--- config.mk ---
export PLATFORM = sky130hd
export DESIGN_NAME = wave_sequencer
export DESIGN_NICKNAME = d
export VERILOG_FILES = /design/src/rtl/wave_seq_pkg.sv /design/src/rtl/wave_seq_table.sv /design/src/rtl/wave_sequencer.sv
export SDC_FILE = /design/constraint.sdc
export NUM_CORES = 1
export LEC_CHECK = 0
export CAP_MARGIN = 25
export CORE_UTILIZATION = 50
export DETAILED_ROUTE_END_ITERATION = 10
export GPL_TIMING_DRIVEN = 0
export PLACE_DENSITY = 0.68
export SLEW_MARGIN = 10
export SYNTH_ARGS = -nofsm -noshare
export SYNTH_HDL_FRONTEND = slang
export SYNTH_SLANG_ARGS = --single-unit
--- constraint.sdc ---
create_clock -name clk -period 7.7 [get_ports clk]
set_clock_uncertainty 0.05 [all_clocks]
set_input_delay 1.54 -clock clk [delete_from_list [all_inputs] [get_ports clk]]
set_output_delay 1.54 -clock clk [all_outputs]
set_load 0.05 [all_outputs]
--- src/rtl/wave_seq_pkg.sv ---
// Shared types and constants for the wave sequencer: FSM states, entry field widths, idle output values.
package wave_seq_pkg;

    typedef enum logic {
        IDLE,
        RUN
    } state_t;

    // Entry layout, LSB first: periods[PERW-1:0], div[DIV_W-1:0], sel[SEL_W-1:0]
    localparam int unsigned SEL_W = 2;
    localparam int unsigned DIV_W = 6;
    localparam int unsigned CFG_W = SEL_W + DIV_W;

    localparam logic [SEL_W-1:0] SEL_IDLE = 2'b00;
    localparam logic [DIV_W-1:0] DIV_IDLE = 6'h3F;

endpackage

--- src/rtl/wave_seq_table.sv ---
// Segment table: DEPTH x (8+PERW) register file, one write port, two combinational read ports.
module wave_seq_table
    import wave_seq_pkg::*;
#(
    parameter  int DEPTH = 8,
    parameter  int PERW  = 8,
    localparam int ADDRW = $clog2(DEPTH),
    localparam int EW    = CFG_W + PERW
) (
    input  logic             clk,
    input  logic             rst,
    input  logic             wr_en,
    input  logic [ADDRW-1:0] wr_addr,
    input  logic [EW-1:0]    wr_data,
    input  logic [ADDRW-1:0] rd_addr,
    output logic [EW-1:0]    entry0,
    output logic [EW-1:0]    entry_rd
);

    logic [EW-1:0] mem [DEPTH];
    logic          addr_ok;

    // Widened compare so non-power-of-two depths reject out-of-range indices
    assign addr_ok = ({1'b0, wr_addr} < (ADDRW+1)'(DEPTH));

    always_ff @(posedge clk or posedge rst) begin
        if (rst) begin
            for (int unsigned i = 0; i < DEPTH; i++) begin
                mem[i] <= '0;
            end
        end else if (wr_en && addr_ok) begin
            mem[wr_addr] <= wr_data;
        end
    end

    assign entry0   = mem[0];
    assign entry_rd = mem[rd_addr];

endmodule

--- src/rtl/wave_sequencer.sv ---
// Steps the function-generator core through a programmed segment list, switching only on period boundaries.
// Optional WAVE_SEQ_LOOP_EN adds a loop input that restarts the list instead of ending it.
module wave_sequencer
    import wave_seq_pkg::*;
#(
    parameter  int DEPTH = 8,
    parameter  int PERW  = 8,
    localparam int ADDRW = $clog2(DEPTH)
) (
    input  logic              clk,
    input  logic              rst,
    input  logic              wr_en,
    input  logic [ADDRW-1:0]  wr_addr,
    input  logic [8+PERW-1:0] wr_data,
    input  logic              start,
    input  logic              stop,
    input  logic              period_tick,
`ifdef WAVE_SEQ_LOOP_EN
    input  logic              loop,
`endif
    output logic [1:0]        sel_out,
    output logic [5:0]        div_out,
    output logic              busy,
    output logic [ADDRW-1:0]  seg_idx,
    output logic              done
);

    localparam int EW = CFG_W + PERW;

    state_t            state_q, state_d;
    logic [SEL_W-1:0]  sel_q, sel_d;
    logic [DIV_W-1:0]  div_q, div_d;
    logic [ADDRW-1:0]  seg_q, seg_d;
    logic [PERW-1:0]   rem_q, rem_d;
    logic              done_q, done_d;

    logic [EW-1:0]     entry0, entry_nxt;
    logic [ADDRW-1:0]  nxt;
    logic              at_last;
    logic              wrap_ok;

    assign nxt     = ADDRW'(seg_q + 1'b1);
    assign at_last = (seg_q == ADDRW'(DEPTH - 1));

`ifdef WAVE_SEQ_LOOP_EN
    assign wrap_ok = loop && (entry0[PERW-1:0] != '0);
`else
    assign wrap_ok = 1'b0;
`endif

    wave_seq_table #(
        .DEPTH (DEPTH),
        .PERW  (PERW)
    ) u_table (
        .clk      (clk),
        .rst      (rst),
        .wr_en    (wr_en),
        .wr_addr  (wr_addr),
        .wr_data  (wr_data),
        .rd_addr  (nxt),
        .entry0   (entry0),
        .entry_rd (entry_nxt)
    );

    always_ff @(posedge clk or posedge rst) begin
        if (rst) begin
            state_q <= IDLE;
            sel_q   <= SEL_IDLE;
            div_q   <= DIV_IDLE;
            seg_q   <= '0;
            rem_q   <= '0;
            done_q  <= 1'b0;
        end else begin
            state_q <= state_d;
            sel_q   <= sel_d;
            div_q   <= div_d;
            seg_q   <= seg_d;
            rem_q   <= rem_d;
            done_q  <= done_d;
        end
    end

    always_comb begin
        state_d = state_q;
        sel_d   = sel_q;
        div_d   = div_q;
        seg_d   = seg_q;
        rem_d   = rem_q;
        done_d  = 1'b0;

        unique case (state_q)
            IDLE: begin
                if (!stop && start) begin
                    if (entry0[PERW-1:0] != '0) begin
                        sel_d   = entry0[PERW+DIV_W +: SEL_W];
                        div_d   = entry0[PERW +: DIV_W];
                        rem_d   = entry0[PERW-1:0];
                        seg_d   = '0;
                        state_d = RUN;
                    end else begin
                        done_d = 1'b1;
                    end
                end
            end
            RUN: begin
                if (stop) begin
                    sel_d   = SEL_IDLE;
                    div_d   = DIV_IDLE;
                    seg_d   = '0;
                    rem_d   = '0;
                    state_d = IDLE;
                end else if (period_tick) begin
                    if (rem_q > PERW'(1)) begin
                        rem_d = rem_q - 1'b1;
                    end else if (!at_last && entry_nxt[PERW-1:0] != '0) begin
                        sel_d = entry_nxt[PERW+DIV_W +: SEL_W];
                        div_d = entry_nxt[PERW +: DIV_W];
                        rem_d = entry_nxt[PERW-1:0];
                        seg_d = nxt;
                    end else if (wrap_ok) begin
                        sel_d = entry0[PERW+DIV_W +: SEL_W];
                        div_d = entry0[PERW +: DIV_W];
                        rem_d = entry0[PERW-1:0];
                        seg_d = '0;
                    end else begin
                        sel_d   = SEL_IDLE;
                        div_d   = DIV_IDLE;
                        seg_d   = '0;
                        rem_d   = '0;
                        done_d  = 1'b1;
                        state_d = IDLE;
                    end
                end
            end
            default: state_d = IDLE;
        endcase
    end

    assign sel_out = sel_q;
    assign div_out = div_q;
    assign seg_idx = seg_q;
    assign busy    = (state_q == RUN);
    assign done    = done_q;

endmodule

==> results.md, run 1 <==
Yosys:
- When the netlist entered floorplanning its net count stood at 518.
- The multiplexer share of the synthesized area is 33.1%.
- In this run, distinct cell masters in the synthesized netlist total 47.
- Counting flops and latches in the post-synthesis netlist gives 149.
- Counting flops with an async set or reset pin after synthesis yields a share of 100%.
- After synthesis, the largest family of logic cells by area is multiplexers.
- Sorting the synthesized cells by how often they occur yields sky130_fd_sc_hd__dfrtp_1 (143), sky130_fd_sc_hd__mux2_2 (128), sky130_fd_sc_hd__clkbuf_1 (21), sky130_fd_sc_hd__mux4_2 (19).
- Sequential elements use 52.4% of the synthesized area.
- The synthesized netlist devotes 6.06% of its cell area to compound gates.
- Summing every instance area after synthesis gives 0.00713 mm².
- After Yosys synthesis, XOR and XNOR cells account for 0% of the synthesized area.
- After synthesis, the largest area contributor takes up 50.2% of total cell area.
- The dominant cell type by area after synthesis is sky130_fd_sc_hd__dfrtp_1.
- Among all flip-flop cells after synthesis, the most frequent one is sky130_fd_sc_hd__dfrtp_1.
- Of the total synthesized cell area, the portion taken by full adders, half adders and majority gates is 0.702%.
- The synthesized area per cell is 14.6 µm².
- The number of synthesized flops with an enable pin is 0.
- Of the total synthesized cell area, the portion taken by AND, OR, NAND and NOR gates is 5.00%.
- By area the synthesized netlist is led by sky130_fd_sc_hd__dfrtp_1 (50%), sky130_fd_sc_hd__mux2_2 (20%), sky130_fd_sc_hd__mux4_2 (6.0%).
- The count of yosys warnings during synthesis is 0.
- Yosys instantiated no cell more often than sky130_fd_sc_hd__dfrtp_1.
- The cell count after synthesis is 489.

Die:
- In this run the vertical extent of the chip is 121 µm.
- The area of the core is 0.0139 mm².
- For this design the top-level I/O count stands at 38.
- The floorplan has 43 rows.
- The floorplan die area is 0.0147 mm².
- From left edge to right edge, the die measures 121 µm.
- The initial utilization of the core area, before any placement, comes to 51.3%.

Routing:
- The via count is 4415.
- The number of violations reported at the end of detailed-routing iteration 0 is 401.
- In this run the remaining antenna-violating nets after routing total 0.
- The total routed wirelength is 15.8 mm.
- After detailed routing, the average wire length per cell comes to 21.5 µm.
- The average via count per standard cell is 6.02.
- Before antenna repair, the detailed router went through 5 iterations.
- For this run, design rule violations remaining after detail routing come to 0.

STA:
- The slew of the pin with the lowest slew margin is 1.00 ns.
- Based on the critical path, the design can be clocked at up to 272 MHz.
- The minimum clock period is 3.67 ns.
- Setup violations remaining at the end of the flow were counted as 0.
- The number of max-slew violations in the final report is 0.
- Setup repair after global routing left no endpoint under its margin.
- The final-report hold violation count came to 0.
- Summed over all failing endpoints, the final setup total negative slack is 0 ns.
- Of the available clock period, the critical path in the final layout requires 47.7%.
- The headroom to the max-slew limit is 32.9%.

Power and ir drop:
- The leakage component of the power is 3.36 nW.
- The maximum resistive drop on vdd is 181 µV.
- The total power divided by cell area is 314 mW/mm².

Layout:
- The share of layout cells above drive strength 1 is 36.0%.
- At the end of the flow, the number of nets in the layout was 572.
- The layout filler cell count is 1094.
- From synthesis to final layout, the design area changed by 16.6%.
- Across the whole layout, storage elements account for 0.00374 mm².
- The number of antenna diodes is 0.
- Cells fill 59.9% of the core in the end.
- The area of combinational cells with multiple inputs is 0.00320 mm².

Run:
- The max-cap check violation count is 0.

Hold path:
- The beginning of the worst hold path is u_table.mem[39]$_DFFE_PP0P_.
- In this run the worst hold path is classified as flip-flop to flip-flop.
- The depth of the worst hold-timing path is 1.
- The worst hold path endpoint is u_table.mem[39]$_DFFE_PP0P_.

Clock tree:
- Post-CTS repair changed the size of 0 cells.
- The maximum root-to-sink buffer count is 2.
- Clock tree synthesis inserted a total of 17 buffers.
- The root buffer cell chosen for the clock tree is sky130_fd_sc_hd__clkbuf_16.
- The clock tree from TritonCTS is done.
- The number of buffers added to fix hold violations after cts is 0.
- Post-CTS timing repair inserted 0 buffers for setup.
- The maximum level of the CTS H-tree is 4.
- The tree built by TritonCTS fans out to 149 sinks.
- The later pin in the worst-skew pair is clocked with a latency of 0.43 ns.
- The clock transition at the register clock pins on the worst setup and hold paths after CTS is 0.06 ns.

Worst setup path:
- The data required time of the worst path is 7.99 ns.
- The startpoint identified for the worst register-to-register timing path is seg_idx[0]$_DFFE_PP0P_.
- In this run the critical register-to-register path is captured at seg_idx[2]$_DFFE_PP0P_.
- The worst setup path is captured at a flip-flop.
- For the worst setup path, the data arrival time is 3.96 ns.
- The worst register-to-register path has a depth of 10.
- In this run the worst path has a maximum fanout of 10.
- Setup slack on the worst reg-to-reg path comes out at 4.50 ns.
- The worst setup path category is primary input to flip-flop.
- STA classifies the critical path startpoint as a primary input.

GRT:
- The wire length of the first global-routing pass is 25.0 mm.
- The number of antenna violations at the first check in global routing is 0.
- The overall routing resource usage is 23.2%.
- The via count of the first global-routing pass is 4416.
- After global routing the overflow that remains totals 0.
- Entering global routing, the biggest net connects 97 pins.

Placement:
- The final weighted congestion in routability-driven placement is 0.857.
- After legalization and detailed placement, the total HPWL measured 10.6 mm.
- During placement, the flow inserted port buffers numbering 33.

Run status:
- The flow ran to the end, and the final reports show no timing, DRC or antenna violations.
-- state kept, by name (all words and copies together) (netlist names) --
| name | cells |
|---|---|
| u_table.mem | 112 |
| u_table.entry0 | 16 |
| rem_q | 8 |
| div_out | 6 |
| seg_idx | 3 |
| sel_out | 2 |
| busy | 1 |
| done | 1 |
-- layout by cell type (no fill, tap or decap), drive strengths merged, types with 2 or more instances in the layout --
| cell | n |
|---|---|
| o21ai | 16 |
| nor4 | 7 |
| dfrtp | 143 |
| inv | 9 |
| ha | 4 |
| clkdlybuf4s50 | 33 |
| a32o | 2 |
| a41oi | 6 |
| nand3 | 3 |
| o21bai | 9 |
| clkinv | 5 |
| nor3 | 6 |
| a22o | 3 |
| nand4 | 3 |
| nand2b | 5 |
| a311oi | 2 |
| nand2 | 9 |
| mux4 | 32 |
| nor2b | 4 |
| nor3b | 4 |
| nor2 | 10 |
| a21oi | 5 |
| buf | 11 |
| dfstp | 6 |
| mux2i | 15 |
| bufinv | 3 |
| a31oi | 4 |
| nand4b | 4 |
| mux2 | 128 |
| clkbuf | 41 |
| a2bb2oi | 2 |
| or4 | 3 |
| o22ai | 5 |
-- report_power, final --
part	switching (mW)	total, mW	leakage [nW]	internal [mW]
sequential	0.122	1.11	1.79	0.985
combinational	0.349	0.670	1.28	0.321
clock	0.312	0.832	0.288	0.520
total	0.783	2.61	3.36	1.83
-- cell type report --
cell class | count | share of cell area, %
clock inverters | 9 | 1.57
inverters | 9 | 0.497
repair buffers | 35 | 4.37
multi-input cells | 301 | 38.5
plain buffers | 30 | 1.90
clock buffers | 20 | 5.50
flip-flops and latches | 149 | 45.0
well taps | 180 | 2.71
-- worst max-delay path: stages --
cell,delay [ns]
sky130_fd_sc_hd__clkdlybuf4s50_1,0.50
sky130_fd_sc_hd__nor3b_1,0.37
sky130_fd_sc_hd__o21ai_1,0.36
sky130_fd_sc_hd__a21oi_2,0.46
sky130_fd_sc_hd__clkbuf_1,0.43
sky130_fd_sc_hd__o21bai_1,0.11
sky130_fd_sc_hd__a41oi_1,0.18
-- routing by layer --
| layer | up-vias | part of all wire (%) | GRT usage [%] |
|---|---|---|---|
| met5 | - | 0 | 0 |
| met4 | 0 | 1.2 | 5.48 |
| met3 | 14 | 4.5 | 5.92 |
| met2 | 98 | 47 | 34.9 |
| met1 | 2317 | 47 | 33.6 |
| li1 | 1986 | - | - |
-- cell families after synthesis --
logic type      after synthesis
simple gates                 61
mux                         175
flops                       149
compound gates               61
buf+inv                      39
fa+ha+maj                     4
-- how the worst max path moves through the flow --
stage / start / to / slack, ns / cells after the start
5_1_grt: stop / sel_out[1]$_DFFE_PP0P_ / 3.82 / 7
6_report: stop / div_out[0]$_DFFE_PP1P_ / 4.03 / 7
3_3_place_gp: rst / u_table.mem[16]$_DFFE_PP0P_ / 0.26 / 2
4_1_cts: stop / div_out[1]$_DFFE_PP1P_ / 4.10 / 7
3_5_place_dp: stop / div_out[1]$_DFFE_PP1P_ / 3.67 / 7
2_1_floorplan: rst / busy$_DFF_PP0_ / 2.11 / 1
-- per-stage QoR --
step / worst slack, ns / hold slack (ns) / cells / area (µm²) / total power, mW
floorplan: 2.11 / 0.420 / 489 / 7130 / 1.58
global placement: 0.259 / 0.428 / 702 / 7680 / 1.75
detailed placement: 3.67 / 0.435 / 703 / 7720 / 1.78
CTS: 4.10 / 0.449 / 732 / 8300 / 2.62
global route: 3.82 / 0.460 / 733 / 8310 / 2.73
finish: 4.03 / 0.447 / 733 / 8310 / 2.61
No activity file was read; power rests on OpenSTA's default activity.
==> run 2, diff against run 1 <==
==> constraint.sdc (replaced) <==
create_clock -name clk -period 3.5 [get_ports clk]
set_clock_uncertainty 0.05 [all_clocks]
set_input_delay 0.7 -clock clk [delete_from_list [all_inputs] [get_ports clk]]
set_output_delay 0.7 -clock clk [all_outputs]
set_load 0.05 [all_outputs]
==> results.md, run 2 (synthesis results as in run 1) <==
STA:
- The headroom to the max-slew limit is 42.2% (was 32.9%).
- The final-report hold violation count is 0 (unchanged).
- The final worst-path setup slack was 0.314 ns (was 4.03 ns).
- The slew of the pin with the lowest slew margin was 0.867 ns (was 1.00 ns).
- The worst path uses 91.0% of the clock period.
- The number of max-slew violations in the final report is 0 (unchanged).
- For the finished layout, the period the worst path requires is 3.19 ns.
- Setup repair after global routing missed its margin: no (unchanged).
- The number of endpoints failing setup at the final stage came to 0 (unchanged).
- Based on the critical path, the design can be clocked at up to 314 MHz.

Worst setup path:
- Cell-by-cell trace of the critical path: ha_1 > ha_1 > buf_6 > buf_12 > mux4_1 > mux2i_1 > nand4_1 > or2_0 > buf_6 > a32o_1 (was clkdlybuf4s50_1 > nor3b_1 > o21ai_1 > a21oi_2 > clkbuf_1 > o21bai_1 > a41oi_1).
- The element type at the critical path end is a flip-flop (unchanged).
- The top fanout value on the critical path is 10 (unchanged).
- The critical path's slowest cell was sky130_fd_sc_hd__mux4_1 (was sky130_fd_sc_hd__clkdlybuf4s50_1).
- The origin of the critical flop-to-flop path is seg_idx[0]$_DFFE_PP0P_ (unchanged).
- The worst stage delay on the critical path is 0.58 ns (was 0.50 ns).
- The worst-case register-to-register setup slack is 0.31 ns (was 4.50 ns).
- The worst setup path category is flip-flop to flip-flop (was primary input to flip-flop).
- The data arrival time of the critical path is 3.44 ns (was 3.96 ns).
- The depth of the most critical reg-to-reg path is 10 (unchanged).
- The data required time of the worst path is 3.76 ns (was 7.99 ns).
- The launching element type of the critical path is a flip-flop (was primary input).
- The endpoint of the worst register-to-register path is seg_idx[1]$_DFFE_PP0P_ (was seg_idx[2]$_DFFE_PP0P_).

GRT:
- The maximum number of pins on one net before global-route repair is 42 (was 97).
- The number of antenna violations at the first check in global routing is 0 (unchanged).
- The via count of the first global-routing pass is 4763 (was 4416).
- The overall routing resource usage is 24.2% (was 23.2%).
- The total congestion overflow after global routing came to 0 (unchanged).
- The wire length of the first global-routing pass was 26.3 mm (was 25.0 mm).

Clock tree:
- The clock tree root driver cell is sky130_fd_sc_hd__clkbuf_16 (unchanged).
- The count of instances resized after the clock tree is built is 0 (unchanged).
- The number of setup buffers added after CTS is 0 (unchanged).
- The total clock buffers created by CTS is 17 (unchanged).
- The number of clock sinks seen by CTS is 149 (unchanged).
- The maximum root-to-sink buffer count is 2 (unchanged).
- The clock latency reported for the late side of the worst-skew pair is 0.43 ns (about the same).
- The number of buffers added to fix hold violations after cts came to 0 (unchanged).
- The clock transition at the register clock pins on the worst setup and hold paths after CTS is 0.06 ns (about the same).
- The clock tree from TritonCTS is done (unchanged).
- The maximum level of the CTS H-tree is 4 (unchanged).

Routing:
- The number of violations reported at the end of detailed-routing iteration 0 is 385 (was 401).
- The total routed wirelength is 16.2 mm (was 15.8 mm).
- The mean routed wirelength per cell is 21.9 µm (was 21.5 µm).
- The average via count per standard cell came to 6.12 (was 6.02).
- The post-detailed-route count of antenna-violating nets was 0 (unchanged).
- The via count is 4529 (was 4415).
- The total iterations of the first detailed-routing run is 4 (was 5).
- The residual DRC count is 0 (unchanged).

Run status:
- Result of the run: completed (unchanged).

Die:
- The area of the core is 0.0139 mm² (unchanged).
- The number of ports placed on the die boundary is 38 (unchanged).
- The floorplan die area is 0.0147 mm² (unchanged).
- The overall die height came to 121 µm (unchanged).
- The number of placement rows is 43 (unchanged).
- The initial core utilization is 51.3% (unchanged).
- The x dimension of the die was 121 µm (unchanged).

Power and ir drop:
- The leakage component of the power came to 3.40 nW (was 3.36 nW).
- The total power divided by cell area is 697 mW/mm² (was 314 mW/mm²).
- The maximum resistive drop on vdd is 404 µV (was 181 µV).
- The overall power of the completed layout is 5.87 mW (was 2.61 mW).

Layout:
- The most flop-heavy register is u_table.mem (unchanged).
- The number of antenna diodes is 0 (unchanged).
- The area overhead of the layout relative to synthesis came to 18.2% (was 16.6%).
- The number of flip-flops under the largest register name is 112 (unchanged).
- The share of layout cells above drive strength 1 is 36.6% (was 36.0%).
- The number of standard cells in the final layout excluding fillers was 740 (was 733).
- Most used cells in the layout excluding fill and tap cells: sky130_fd_sc_hd__dfrtp_1 (143), sky130_fd_sc_hd__mux2_2 (128), sky130_fd_sc_hd__clkdlybuf4s50_1 (33) (unchanged).
- The final-stage net count is 576 (was 572).
- The most common library cell in the layout ignoring fill and taps is sky130_fd_sc_hd__dfrtp_1 (unchanged).
- The layout filler cell count came to 1070 (was 1094).
- The final standard cell area without fillers was 0.00842 mm² (was 0.00831 mm²).

Hold path:
- The depth of the worst hold-timing path was 1 (unchanged).
- The beginning of the worst hold path was u_table.mem[82]$_DFFE_PP0P_ (was u_table.mem[39]$_DFFE_PP0P_).
- The path category of the worst min-delay check is flip-flop to flip-flop (unchanged).
- The worst hold path endpoint is u_table.mem[82]$_DFFE_PP0P_ (was u_table.mem[39]$_DFFE_PP0P_).

Placement:
- The post-detailed-placement half-perimeter wirelength is 10.9 mm (was 10.6 mm).
- The standard cell area after detailed placement is 0.00777 mm² (was 0.00772 mm²).
- The final weighted congestion in routability-driven placement is 0.824 (was 0.857).
- The cell total after placement was 706 (was 703).
- The total of buffers placed on input and output ports is 33 (unchanged).
- The worst setup slack after placement is 0.232 ns (was 3.67 ns).

Run:
- The max-cap check violation count is 0 (unchanged).
[run 2: routing by layer]
metal | part of all wire, % | GRT usage (%)
met2 | 47 | 37.8
met4 | 1.3 | 8.56
met1 | 46 | 33.2
met5 | 0 | 0
met3 | 5.3 | 5.45
[run 2: area by class of cell]
cell class | count | area (µm²) | share of cell area, %
buffer | 30 | 158 | 1.87
tap | 180 | 225 | 2.67
multi-input combinational | 301 | 3200 | 38.0
clock buffer | 21 | 460 | 5.47
inverter | 9 | 37.5 | 0.446
timing repair buffer | 39 | 434 | 5.15
sequential | 149 | 3740 | 44.3
clock inverter | 11 | 174 | 2.06
[run 2: worst max-delay path: cells and delay by family (launching register included)]
kind / cells / cell delay (ns)
AOI/OAI and AO/OA: 1 / 0.24
adders and majority gates: 2 / 0.50
and+or+nand+nor: 2 / 0.47
muxes: 2 / 0.91
DFF: 1 / 0.41
buffers and inverters: 3 / 0.47
[run 2: worst max path at each step]
stage / from / end / cells past startpoint
floorplan: seg_idx[0]$_DFFE_PP0P_ / seg_idx[2]$_DFFE_PP0P_ / 9
global placement: rst / rem_q[3]$_DFFE_PP0P_ / 2
detailed placement: stop / div_out[0]$_DFFE_PP1P_ / 7
CTS: seg_idx[0]$_DFFE_PP0P_ / seg_idx[1]$_DFFE_PP0P_ / 10
global route: seg_idx[0]$_DFFE_PP0P_ / seg_idx[1]$_DFFE_PP0P_ / 10
finish: seg_idx[0]$_DFFE_PP0P_ / seg_idx[1]$_DFFE_PP0P_ / 10
[run 2: report_power, final]
group	internal [mW]	total [mW]	switching [mW]
logic	0.714	1.49	0.775
registers	2.17	2.43	0.264
clock network	1.23	1.95	0.720
total	4.11	5.87	1.76
[run 2: through the flow]
stage / utilization [%] / hold WS (ns) / TNS, ns
floorplan: - / 0.420 / 0
global placement: 55.4 / 0.429 / -46.43
detailed placement: 56.0 / 0.435 / 0
CTS: 60.6 / 0.450 / 0
global route: 60.7 / 0.453 / 0
finish: 60.7 / 0.447 / 0
